--- src/rtl/alu_pkg.sv ---
// Shared ALU-side types and constants for the issue controller and its FIFO.
// The transaction struct mirrors the ALU input pins one-for-one.
package alu_pkg;

   localparam int DATA_WIDTH = 8;
   localparam int CMD_WIDTH  = 4;

   localparam logic [CMD_WIDTH-1:0] CMD_MUL_INC = 4'd9;
   localparam logic [CMD_WIDTH-1:0] CMD_MUL_SHL = 4'd10;

   typedef enum logic [1:0] {IDLE, ISSUE, WAIT} issue_state_t;

   typedef struct packed {
      logic [DATA_WIDTH-1:0] opa;
      logic [DATA_WIDTH-1:0] opb;
      logic                  cin;
      logic                  mode;
      logic [CMD_WIDTH-1:0]  cmd;
      logic [1:0]            inp_valid;
   } alu_txn_t;

   // Multiply commands only exist in arithmetic mode.
   function automatic logic is_mul(input alu_txn_t t);
      return t.mode && ((t.cmd == CMD_MUL_INC) || (t.cmd == CMD_MUL_SHL));
   endfunction

endpackage

--- src/rtl/alu_issue_ctrl_if.sv ---
// Upstream transaction port plus ALU-side pins of the issue controller.
// The controller uses the slave view; the stimulus side uses the master view.
interface alu_issue_ctrl_if #(
   parameter int FIFO_DEPTH = 4
);
   localparam int LVL_W = $clog2(FIFO_DEPTH + 1);

   logic                           CE;
   logic                           in_valid;
   logic                           in_ready;
   logic [alu_pkg::DATA_WIDTH-1:0] in_opa;
   logic [alu_pkg::DATA_WIDTH-1:0] in_opb;
   logic                           in_cin;
   logic                           in_mode;
   logic [alu_pkg::CMD_WIDTH-1:0]  in_cmd;
   logic [1:0]                     in_inp_valid;
   logic [alu_pkg::DATA_WIDTH-1:0] OPA;
   logic [alu_pkg::DATA_WIDTH-1:0] OPB;
   logic                           CIN;
   logic                           MODE;
   logic [alu_pkg::CMD_WIDTH-1:0]  CMD;
   logic [1:0]                     INP_VALID;
   logic                           res_expected;
   logic                           busy;
   logic [LVL_W-1:0]               fifo_level;

   modport slave (
      input  CE, in_valid, in_opa, in_opb, in_cin, in_mode, in_cmd, in_inp_valid,
      output in_ready, OPA, OPB, CIN, MODE, CMD, INP_VALID, res_expected, busy, fifo_level
   );

   modport master (
      output CE, in_valid, in_opa, in_opb, in_cin, in_mode, in_cmd, in_inp_valid,
      input  in_ready, OPA, OPB, CIN, MODE, CMD, INP_VALID, res_expected, busy, fifo_level
   );

endinterface

--- src/rtl/alu_issue_fifo.sv ---
// Small synchronous FIFO of ALU transactions; head is visible combinationally
// so the issue stage can register it straight onto the ALU pins.
module alu_issue_fifo
   import alu_pkg::*;
#(
   parameter int DEPTH = 4,
   parameter int LVL_W = $clog2(DEPTH + 1)
) (
   input  logic             clk,
   input  logic             reset,
   input  logic             push,
   input  alu_txn_t         push_data,
   input  logic             pop,
   output alu_txn_t         head,
   output logic             full,
   output logic             empty,
   output logic [LVL_W-1:0] level
);
   localparam int PTR_W = $clog2(DEPTH);

   alu_txn_t         mem [DEPTH];
   logic [PTR_W-1:0] wr_ptr_reg;
   logic [PTR_W-1:0] rd_ptr_reg;
   logic [LVL_W-1:0] level_reg;
   logic             do_push;
   logic             do_pop;

   assign full    = (level_reg == LVL_W'(DEPTH));
   assign empty   = (level_reg == '0);
   assign do_push = push && !full;
   assign do_pop  = pop && !empty;
   assign head    = mem[rd_ptr_reg];
   assign level   = level_reg;

   always_ff @(posedge clk) begin
      if (do_push) mem[wr_ptr_reg] <= push_data;
   end

   // Depth is a power of two, so the pointers wrap by natural overflow.
   always_ff @(posedge clk or negedge reset) begin
      if (!reset) begin
         wr_ptr_reg <= '0;
         rd_ptr_reg <= '0;
         level_reg  <= '0;
      end else begin
         if (do_push) wr_ptr_reg <= wr_ptr_reg + PTR_W'(1);
         if (do_pop)  rd_ptr_reg <= rd_ptr_reg + PTR_W'(1);
         case ({do_push, do_pop})
            2'b10:   level_reg <= level_reg + LVL_W'(1);
            2'b01:   level_reg <= level_reg - LVL_W'(1);
            default: level_reg <= level_reg;
         endcase
      end
   end

endmodule

--- src/rtl/alu_issue_ctrl.sv ---
// Buffers ALU transactions and issues them one at a time, spaced by the
// command-dependent ALU latency, with a pulse marking each valid result.
module alu_issue_ctrl
   import alu_pkg::*;
#(
   parameter int FIFO_DEPTH = 4,
   parameter int BASE_LAT   = 1,
   parameter int MUL_LAT    = 2
) (
   input  logic             clk,
   input  logic             reset,
   alu_issue_ctrl_if.slave  bus
);
   localparam int LVL_W = $clog2(FIFO_DEPTH + 1);
   localparam int CNT_W = (MUL_LAT > 1) ? $clog2(MUL_LAT) : 1;
   localparam logic [CNT_W-1:0] BASE_CNT = CNT_W'(BASE_LAT - 1);
   localparam logic [CNT_W-1:0] MUL_CNT  = CNT_W'(MUL_LAT - 1);

   issue_state_t     state_reg, state_next;
   logic [CNT_W-1:0] cnt_reg, cnt_next;
   alu_txn_t         out_reg, out_next;
   logic             res_reg, res_next;
   logic             slot_free;
   logic             pop;
   logic             push;
   alu_txn_t         push_txn;
   alu_txn_t         head;
   logic             full;
   logic             empty;
   logic [LVL_W-1:0] level;

   assign push_txn = '{opa: bus.in_opa, opb: bus.in_opb, cin: bus.in_cin,
                       mode: bus.in_mode, cmd: bus.in_cmd, inp_valid: bus.in_inp_valid};
   assign push     = bus.in_valid;

   alu_issue_fifo #(.DEPTH(FIFO_DEPTH), .LVL_W(LVL_W)) u_fifo (
      .clk       (clk),
      .reset     (reset),
      .push      (push),
      .push_data (push_txn),
      .pop       (pop),
      .head      (head),
      .full      (full),
      .empty     (empty),
      .level     (level)
   );

   always_ff @(posedge clk or negedge reset) begin
      if (!reset) begin
         state_reg <= IDLE;
         cnt_reg   <= '0;
         out_reg   <= '0;
         res_reg   <= 1'b0;
      end else begin
         state_reg <= state_next;
         cnt_reg   <= cnt_next;
         out_reg   <= out_next;
         res_reg   <= res_next;
      end
   end

   // slot_free marks an edge where the ALU can take a new operation: idle,
   // or the previous one's result lands in the next cycle.
   always_comb begin
      state_next = state_reg;
      cnt_next   = cnt_reg;
      out_next   = out_reg;
      res_next   = res_reg;
      slot_free  = 1'b0;
      pop        = 1'b0;
      if (bus.CE) begin
         res_next = 1'b0;
         case (state_reg)
            IDLE: slot_free = 1'b1;
            ISSUE: begin
               out_next.inp_valid = 2'b00;
               if (cnt_reg == '0) begin
                  res_next  = 1'b1;
                  slot_free = 1'b1;
               end else begin
                  state_next = WAIT;
               end
            end
            WAIT: begin
               if (cnt_reg == CNT_W'(1)) begin
                  res_next  = 1'b1;
                  slot_free = 1'b1;
               end else begin
                  cnt_next = cnt_reg - CNT_W'(1);
               end
            end
            default: state_next = IDLE;
         endcase
         if (slot_free) begin
            if (!empty) begin
               pop        = 1'b1;
               out_next   = head;
               cnt_next   = is_mul(head) ? MUL_CNT : BASE_CNT;
               state_next = ISSUE;
            end else begin
               state_next = IDLE;
            end
         end
      end
   end

   assign bus.in_ready     = !full;
   assign bus.OPA          = out_reg.opa;
   assign bus.OPB          = out_reg.opb;
   assign bus.CIN          = out_reg.cin;
   assign bus.MODE         = out_reg.mode;
   assign bus.CMD          = out_reg.cmd;
   assign bus.INP_VALID    = out_reg.inp_valid;
   assign bus.res_expected = res_reg;
   assign bus.busy         = (state_reg != IDLE) || !empty;
   assign bus.fifo_level   = level;

endmodule
--- src/flat_wrapper.sv ---
// flat-port wrapper written by rule: the top's interface ports become plain ports
module alu_issue_ctrl_flat import alu_pkg::*;
#(
   parameter int FIFO_DEPTH = 4,
   parameter int BASE_LAT   = 1,
   parameter int MUL_LAT    = 2
)
  (clk, reset, bus_CE, bus_in_valid, bus_in_opa, bus_in_opb, bus_in_cin, bus_in_mode, bus_in_cmd, bus_in_inp_valid, bus_in_ready, bus_OPA, bus_OPB, bus_CIN, bus_MODE, bus_CMD, bus_INP_VALID, bus_res_expected, bus_busy, bus_fifo_level);
  alu_issue_ctrl_if #(.FIFO_DEPTH(FIFO_DEPTH)) bus_i ();
  input  logic clk;
  input  logic reset;
  input wire logic [$bits(bus_i.CE)-1:0] bus_CE;
  input wire logic [$bits(bus_i.in_valid)-1:0] bus_in_valid;
  input wire logic [$bits(bus_i.in_opa)-1:0] bus_in_opa;
  input wire logic [$bits(bus_i.in_opb)-1:0] bus_in_opb;
  input wire logic [$bits(bus_i.in_cin)-1:0] bus_in_cin;
  input wire logic [$bits(bus_i.in_mode)-1:0] bus_in_mode;
  input wire logic [$bits(bus_i.in_cmd)-1:0] bus_in_cmd;
  input wire logic [$bits(bus_i.in_inp_valid)-1:0] bus_in_inp_valid;
  output wire logic [$bits(bus_i.in_ready)-1:0] bus_in_ready;
  output wire logic [$bits(bus_i.OPA)-1:0] bus_OPA;
  output wire logic [$bits(bus_i.OPB)-1:0] bus_OPB;
  output wire logic [$bits(bus_i.CIN)-1:0] bus_CIN;
  output wire logic [$bits(bus_i.MODE)-1:0] bus_MODE;
  output wire logic [$bits(bus_i.CMD)-1:0] bus_CMD;
  output wire logic [$bits(bus_i.INP_VALID)-1:0] bus_INP_VALID;
  output wire logic [$bits(bus_i.res_expected)-1:0] bus_res_expected;
  output wire logic [$bits(bus_i.busy)-1:0] bus_busy;
  output wire logic [$bits(bus_i.fifo_level)-1:0] bus_fifo_level;
  assign bus_i.CE = bus_CE;
  assign bus_i.in_valid = bus_in_valid;
  assign bus_i.in_opa = bus_in_opa;
  assign bus_i.in_opb = bus_in_opb;
  assign bus_i.in_cin = bus_in_cin;
  assign bus_i.in_mode = bus_in_mode;
  assign bus_i.in_cmd = bus_in_cmd;
  assign bus_i.in_inp_valid = bus_in_inp_valid;
  assign bus_in_ready = bus_i.in_ready;
  assign bus_OPA = bus_i.OPA;
  assign bus_OPB = bus_i.OPB;
  assign bus_CIN = bus_i.CIN;
  assign bus_MODE = bus_i.MODE;
  assign bus_CMD = bus_i.CMD;
  assign bus_INP_VALID = bus_i.INP_VALID;
  assign bus_res_expected = bus_i.res_expected;
  assign bus_busy = bus_i.busy;
  assign bus_fifo_level = bus_i.fifo_level;
  alu_issue_ctrl #(.FIFO_DEPTH(FIFO_DEPTH), .BASE_LAT(BASE_LAT), .MUL_LAT(MUL_LAT)) u_core (.clk(clk), .reset(reset), .bus(bus_i));
endmodule
--- config.mk ---
export PLATFORM = sky130hd
export DESIGN_NAME = alu_issue_ctrl_flat
export DESIGN_NICKNAME = d
export VERILOG_FILES = /design/src/rtl/alu_pkg.sv /design/src/rtl/alu_issue_ctrl_if.sv /design/src/rtl/alu_issue_fifo.sv /design/src/rtl/alu_issue_ctrl.sv /design/src/flat_wrapper.sv
export SDC_FILE = /design/constraint.sdc
export NUM_CORES = 1
export LEC_CHECK = 0
export BUFFER_PORTS_ARGS = -buffer_cell sky130_fd_sc_hd__buf_2
export CORE_UTILIZATION = 57
export DETAILED_ROUTE_END_ITERATION = 8
export HOLD_SLACK_MARGIN = 0.03
export PLACE_DENSITY = 0.88
export SYNTH_ARGS = -nofsm -noshare
export SYNTH_HDL_FRONTEND = slang
export SYNTH_SLANG_ARGS = --single-unit
--- constraint.sdc ---
create_clock -name clk -period 3.3 [get_ports clk]
set_clock_uncertainty 0.2 [all_clocks]
set_input_delay 0 -clock clk [delete_from_list [all_inputs] [get_ports clk]]
set_output_delay 0 -clock clk [all_outputs]
set_load 0.01 [all_outputs]
# Word level (Yosys, flattened, before mapping)

Memory sizes are Yosys's and may differ from the RTL's.
Index checks and enable logic that the tools add are counted.

Register bits after elaboration: 35
Memory bits (writable): 96
Memories: 1
Input bits: 28

Memory list:

| name              | depth | width | rd ports | clocked after memory_dff | write ports | line                 | source |
|---|---|---|---|---|---|---|---|
| u_core.u_fifo.mem | 4     | 24    | 1        | 0                        | 1           | alu_issue_fifo.sv:21 | `alu_txn_t mem [DEPTH];` |

Eq/ne operators: 9
Bitwise gates (word level): 1
Add/subtract/negate cells: 5
Reductions and logical operators: 14
Mux-type cells: 23

Operators with widths:

| kind                | count |
|---|---|
| $mux 1              | 14 |
| $mux 2              | 5 |
| $eq 4x4->1 const B  | 2 |
| $pmux 3 s2          | 1 |
| $reduce_and 3->1    | 2 |
| $add 2x1->2 const B | 2 |
| $eq 2x1->1 const B  | 2 |
| $eq 2x2->1 const B  | 2 |
| $pmux 2 s2          | 1 |
| $reduce_bool 2->1   | 2 |
| $add 3x1->3 const B | 1 |
| $eq 3x3->1 const B  | 1 |
| $logic_and 1x1->1   | 3 |
| $logic_not 3->1     | 1 |
| $ne 3x1->1 const B  | 1 |
| $pmux 1 s3          | 1 |
| $sub 3x1->3 const B | 1 |
| $logic_not 1->1     | 2 |
| $logic_not 2->1     | 1 |
| $logic_or 1x1->1    | 2 |
| $ne 2x1->1 const B  | 1 |
| $pmux 1 s2          | 1 |
| $reduce_or 2->1     | 1 |
| $not 1->1           | 1 |
| $sub 1x1->1 const B | 1 |

# Longest topological paths before layout

Depth in word-level cells: 8
Depth in mapped cells: 11
Gate-level depth less buffers: 9

# By module

From an unflattened synthesis, not the netlist that was laid out.

Cells, all modules: 245
Area, all modules: 5161.2 sq um

By module, submodules not included:

| module         | area an instance (sq um) | instances | cells each | seq. area each (sq um) |
|---|---|---|---|---|
| alu_issue_fifo | 3933.8                   | 1         | 163        | 3057.9 |
| alu_issue_ctrl | 1227.4                   | 1         | 82         | 700.7 |

# Worst setup path after synthesis

No wires, ideal clock.

Path kind: reg-to-reg
From: register u_core.u_fifo.level_reg[0] (netlist: u_core.u_fifo.level[0])
To: register u_core.u_fifo.level_reg[2] (netlist: u_core.u_fifo.level[2])
Slack: 0.877 ns
Setup time: 0.079 ns
Arrival time: 2.144 ns
Period minus slack after synthesis: 2.423 ns
Cell stages (with the launch flop): 10
Data required time: 3.021 ns
Buffers on the path: 0
Cells stage by stage: dfrtp_1 -> or3b_1 -> and2_1 -> inv_1 -> ha_1 -> inv_1 -> fa_1 -> xor2_1 -> nor2_1 -> xor2_1

Elaborated cells on any way between the ends: 15

RTL lines:

| item                                            | line                 | source |
|---|---|---|
| start, declared                                 | alu_issue_fifo.sv:24 | `logic [LVL_W-1:0] level_reg;` |
| start signal, assigned                          | alu_issue_fifo.sv:49 | `2'b10: level_reg <= level_reg + LVL_W'(1);` |
| start signal, assigned                          | alu_issue_fifo.sv:50 | `2'b01: level_reg <= level_reg - LVL_W'(1);` |
| start signal, assigned                          | alu_issue_fifo.sv:51 | `default: level_reg <= level_reg;` |
| $eq 3x3->1 (*)                                  | alu_issue_fifo.sv:28 | `assign full = (level_reg == LVL_W'(DEPTH));` |
| $logic_not 1->1 (*)                             | --                   |  |
| via bus_in_ready                                | flat_wrapper.sv:20   | `output wire logic [$bits(bus_i.in_ready)-1:0] bus_in_ready;` |
| $logic_and 1x1->1 (*)                           | alu_issue_fifo.sv:30 | `assign do_push = push && !full;` |
| $eq 2x1->1 or $eq 2x2->1 (tied branches)        | alu_issue_fifo.sv:48 | `case ({do_push, do_pop})` |
| $pmux 3 s2 or $reduce_bool 2->1 (tied branches) | --                   |  |

The timed path passes the listed nets; every way through them passes the cells marked *.
A chain may end at the register's enable or synchronous reset.

# Worst setup path after layout

From: register u_core.u_fifo.level_reg[0] (netlist: u_core.u_fifo.level[0])
To: register u_core.u_fifo.level_reg[2] (netlist: u_core.u_fifo.level[2])

Cells in the longest elaborated chain, start to end: 7
Elaborated cells on any way between the ends: 15

Ends and longest elaborated chain:

| item                                            | line                 | source |
|---|---|---|
| $logic_not 3->1                                 | alu_issue_fifo.sv:29 | `assign empty = (level_reg == '0);` |
| $mux 1                                          | alu_issue_ctrl.sv:95 | `if (!empty) begin` |
| $mux 1                                          | alu_issue_ctrl.sv:94 | `if (slot_free) begin` |
| $mux 1                                          | alu_issue_ctrl.sv:71 | `if (bus.CE) begin` |
| $logic_and 1x1->1                               | alu_issue_fifo.sv:31 | `assign do_pop = pop && !empty;` |
| $eq 2x1->1 or $eq 2x2->1 (tied branches)        | alu_issue_fifo.sv:48 |  |
| $pmux 3 s2 or $reduce_bool 2->1 (tied branches) | --                   |  |

Parallel ways exist; a longest one is shown, timed or not.

==> run summary <==
status -> completed
Max-Cap Viols -> 0
GR Overflow Total -> 0
# Post-CTS Setup Buffers -> 0
critical path's slowest cell -> or3b_1
vias per cell -> 5.64
cells along the critical path -> or3b_1 > and2_1 > inv_1 > ha_1 > inv_1 > fa_1 > xor2_1 > nor2_1 > xor2_1
nets -> 394
final setup violation count -> 0
crit path launch -> u_core.u_fifo.level[0]
iteration-0 DRC count of the detailed router -> 169
post-synthesis mux area share -> 17.1%
Reg power frac -> 41.5%
combinational fraction of design power -> 30.1%
Max Slew Vio Count -> 0
antenna cell count -> 0
Final TNS setup -> 0 ps
Vias -> 2711
XOR/XNOR Fraction of Synth Area -> 1.21%
Buffers & Inverters on Critical Path -> 2
P_int -> 0.00431 W
RR Startpoint -> u_core.u_fifo.level[0]
Cell Rows -> 34
CP Launch Type -> flip-flop
Reg-to-Reg End -> u_core.u_fifo.level[2]
Post-Route WL -> 9.80 mm
P_leak -> 2.49 nW
PortBufs -> 57
yosys warns -> 0
hold buffers post-CTS -> 41
CP endpoint -> u_core.u_fifo.level[2]
P per Cell Area -> 947 nW/um2
Die W -> 96.3 um
Die Ht -> 96.3 um
gr usage total -> 23.5%
detailed-route DRC error count -> 0
Area growth syn-to-layout -> 27.8%
CTS resizes -> 0
top cell family by delay on the critical path -> simple AND/OR/NAND/NOR gates
kind of critical path -> flip-flop to flip-flop
Simple-Gate Fraction of Synth Area -> 2.74%
Placeable Area -> 8680 um2
Top Ports -> 58
DIE AREA -> 9280 um2
VDD IR-drop max -> 516 uV
Syn Area/Cell -> 20.9 um2
clock share of power -> 28.4%
Hold Fails Final Rpt -> 0
first-pass iteration count of the detailed router -> 4
crit-path max FO -> 6
Sw Share -> 29.8%
Worst-Skew Late Latency -> 510 ps
setup ws final -> 775 ps
WP depth -> 9
slew of the pin with the lowest slew margin -> 664 ps
layout cells sized above 1 -> 39.4%
max reg flops -> 96
Crit path largest cell delay -> 480 ps
adder-cell share of the synthesized area -> 1.63%
fin crit share -> 76.5%
Reg with most FFs -> u_core.u_fifo.mem
vias in the first global route -> 2836
Clock Sinks -> 131
largest net degree at the start of global routing -> 36
R2R depth -> 9
Root Buffer -> clkbuf_8
H-tree depth -> 4
cell count after synthesis -> 243
Reg clk slew, reported paths -> 60 ps
placer congestion estimate -> 0.671
worst-case hold slack -> 72.8 ps
critical hold path startpoint -> bus_in_opa[1]
CP required -> 3530 ps
FF+latch count, synth -> 131
flop2flop setup slack -> 780 ps
Post-Syn Area -> 5070 um2
Detailed Place HPWL -> 5.15 mm
worst rel slew slack -> 55.7%
Seq/Total Area, Yosys -> 74.1%
TritonCTS Buffers -> 17
largest family of logic cells by synthesized area -> multiplexers
average wire per standard cell -> 20.4 um
Compound-Gate Fraction of Synth Area -> 1.01%
Initial Utilization -> 58.4%
Setup crit end kind -> flip-flop
CTS tree -> done
Final min period -> 2520 ps
antenna violations before repair -> 0
CTS max path bufs -> 2
first-pass GRT wire length -> 15.0 mm
critical path arrival -> 2760 ps
Psw -> 0.00183 W
fillers -> 505
antenna violation net count after detailed routing -> 0
RSZ-0062 raised after global routing -> false
Hold Crit Class -> input pin to flip-flop
Unique masters post-synth -> 32
syn nets -> 277
pre-CTS WS -> 837 ps
f_max -> 0.396 GHz
-- power by group through the flow --
stage	logic [W]	registers, W	clock network, W
2_1_floorplan	0.00128	0.00253	0
3_3_place_gp	0.00171	0.00254	0
3_5_place_dp	0.00177	0.00257	0
4_1_cts	0.00185	0.00255	0.00177
5_1_grt	0.00198	0.00260	0.00185
6_report	0.00185	0.00255	0.00175
-- layer usage --
metal	up-vias	routed length [um]	track usage, %
li1	1196	-	-
met1	1420	3990	30.6
met2	81	5280	37.2
met3	14	377	6.32
met4	0	146	10.8
met5	-	0	0
-- area by class of cell --
cell class	count	area, um2	area share [%]
flip-flops and latches	131	3760	58.0
multi-input cells	92	1200	18.6
repair buffers	108	786	12.1
clock buffers	18	418	6.45
clock inverters	14	140	2.16
well taps	108	135	2.08
inverters	10	40.0	0.618
-- layout by cell type (no fill, tap or decap), drive strengths merged --
cell,n
edfxtp,96
buf,66
dlygate4sd3,42
dfrtp,35
mux4,24
mux2,22
clkbuf,18
inv,11
o21ai,6
clkinv,6
xnor2,5
ha,5
clkinvlp,5
and3,4
nand4,4
or3,3
nand2,3
xor2,2
nor2,2
a31oi,2
bufinv,2
mux2i,2
nand3,2
or3b,1
and2,1
nand3b,1
nand2b,1
o32ai,1
fa,1
-- per-stage QoR --
stage | area [um2] | total power [W] | util, % | cells
after floorplan | 5070 | 0.00381 | - | 243
after global placement | 5480 | 0.00425 | 63.2 | 406
after detailed placement | 5480 | 0.00434 | 63.2 | 406
after CTS | 6460 | 0.00617 | 74.5 | 479
after global routing | 6480 | 0.00643 | 74.7 | 481
final | 6480 | 0.00614 | 74.7 | 481
-- how the worst min path moves through the flow --
stage / endpoint / slack [ps] / cells after the start
3_5_place_dp: u_core.bus.OPA[6] / -40 / 1
5_1_grt: u_core.u_fifo.mem[3][5] / 50 / 2
3_3_place_gp: u_core.bus.OPA[6] / -50 / 1
2_1_floorplan: u_core.bus.CIN / -500 / 0
4_1_cts: u_core.u_fifo.mem[2][23] / 30 / 2
6_report: u_core.u_fifo.mem[3][17] / 70 / 2
-- cell usage after synthesis --
library cell	count	area (um2)
edfxtp_1	96	2880
dfrtp_1	35	876
mux4_2	24	541
mux2_4	15	225
inv_1	9	33.8
mux2_2	7	78.8
o21ai_0	6	30.0
ha_1	5	62.6
xnor2_1	5	43.8
and3_1	4	25.0
nand4_1	4	25.0
buf_6	3	33.8
nand2_1	3	11.3
or3_1	3	18.8
a31oi_1	2	12.5
buf_2	2	10.0
buf_4	2	15.0
clkbuf_1	2	7.51
nor2_1	2	7.51
xor2_1	2	17.5
and2_1	1	6.26
buf_1	1	3.75
fa_1	1	20.0
inv_4	1	6.26
mux2i_1	1	10.0
mux2i_2	1	13.8
nand2b_1	1	6.26
nand3_1	1	5.00
nand3_4	1	17.5
nand3b_1	1	7.51
o32ai_1	1	8.76
or3b_1	1	8.76
-- cells by family (layout without fill, tap and decap cells) --
group                    count (synthesis)  in the layout
AND/OR/NAND/NOR                         22             22
AO/OA/AOI/OAI                            9              9
adder cells (fa/ha/maj)                  6              6
multiplexers                            48             48
XOR/XNOR                                 7              7
buffers and inverters                   20            150
flip-flops                             131            131
Note: power is estimated with default switching activity, not from simulation.
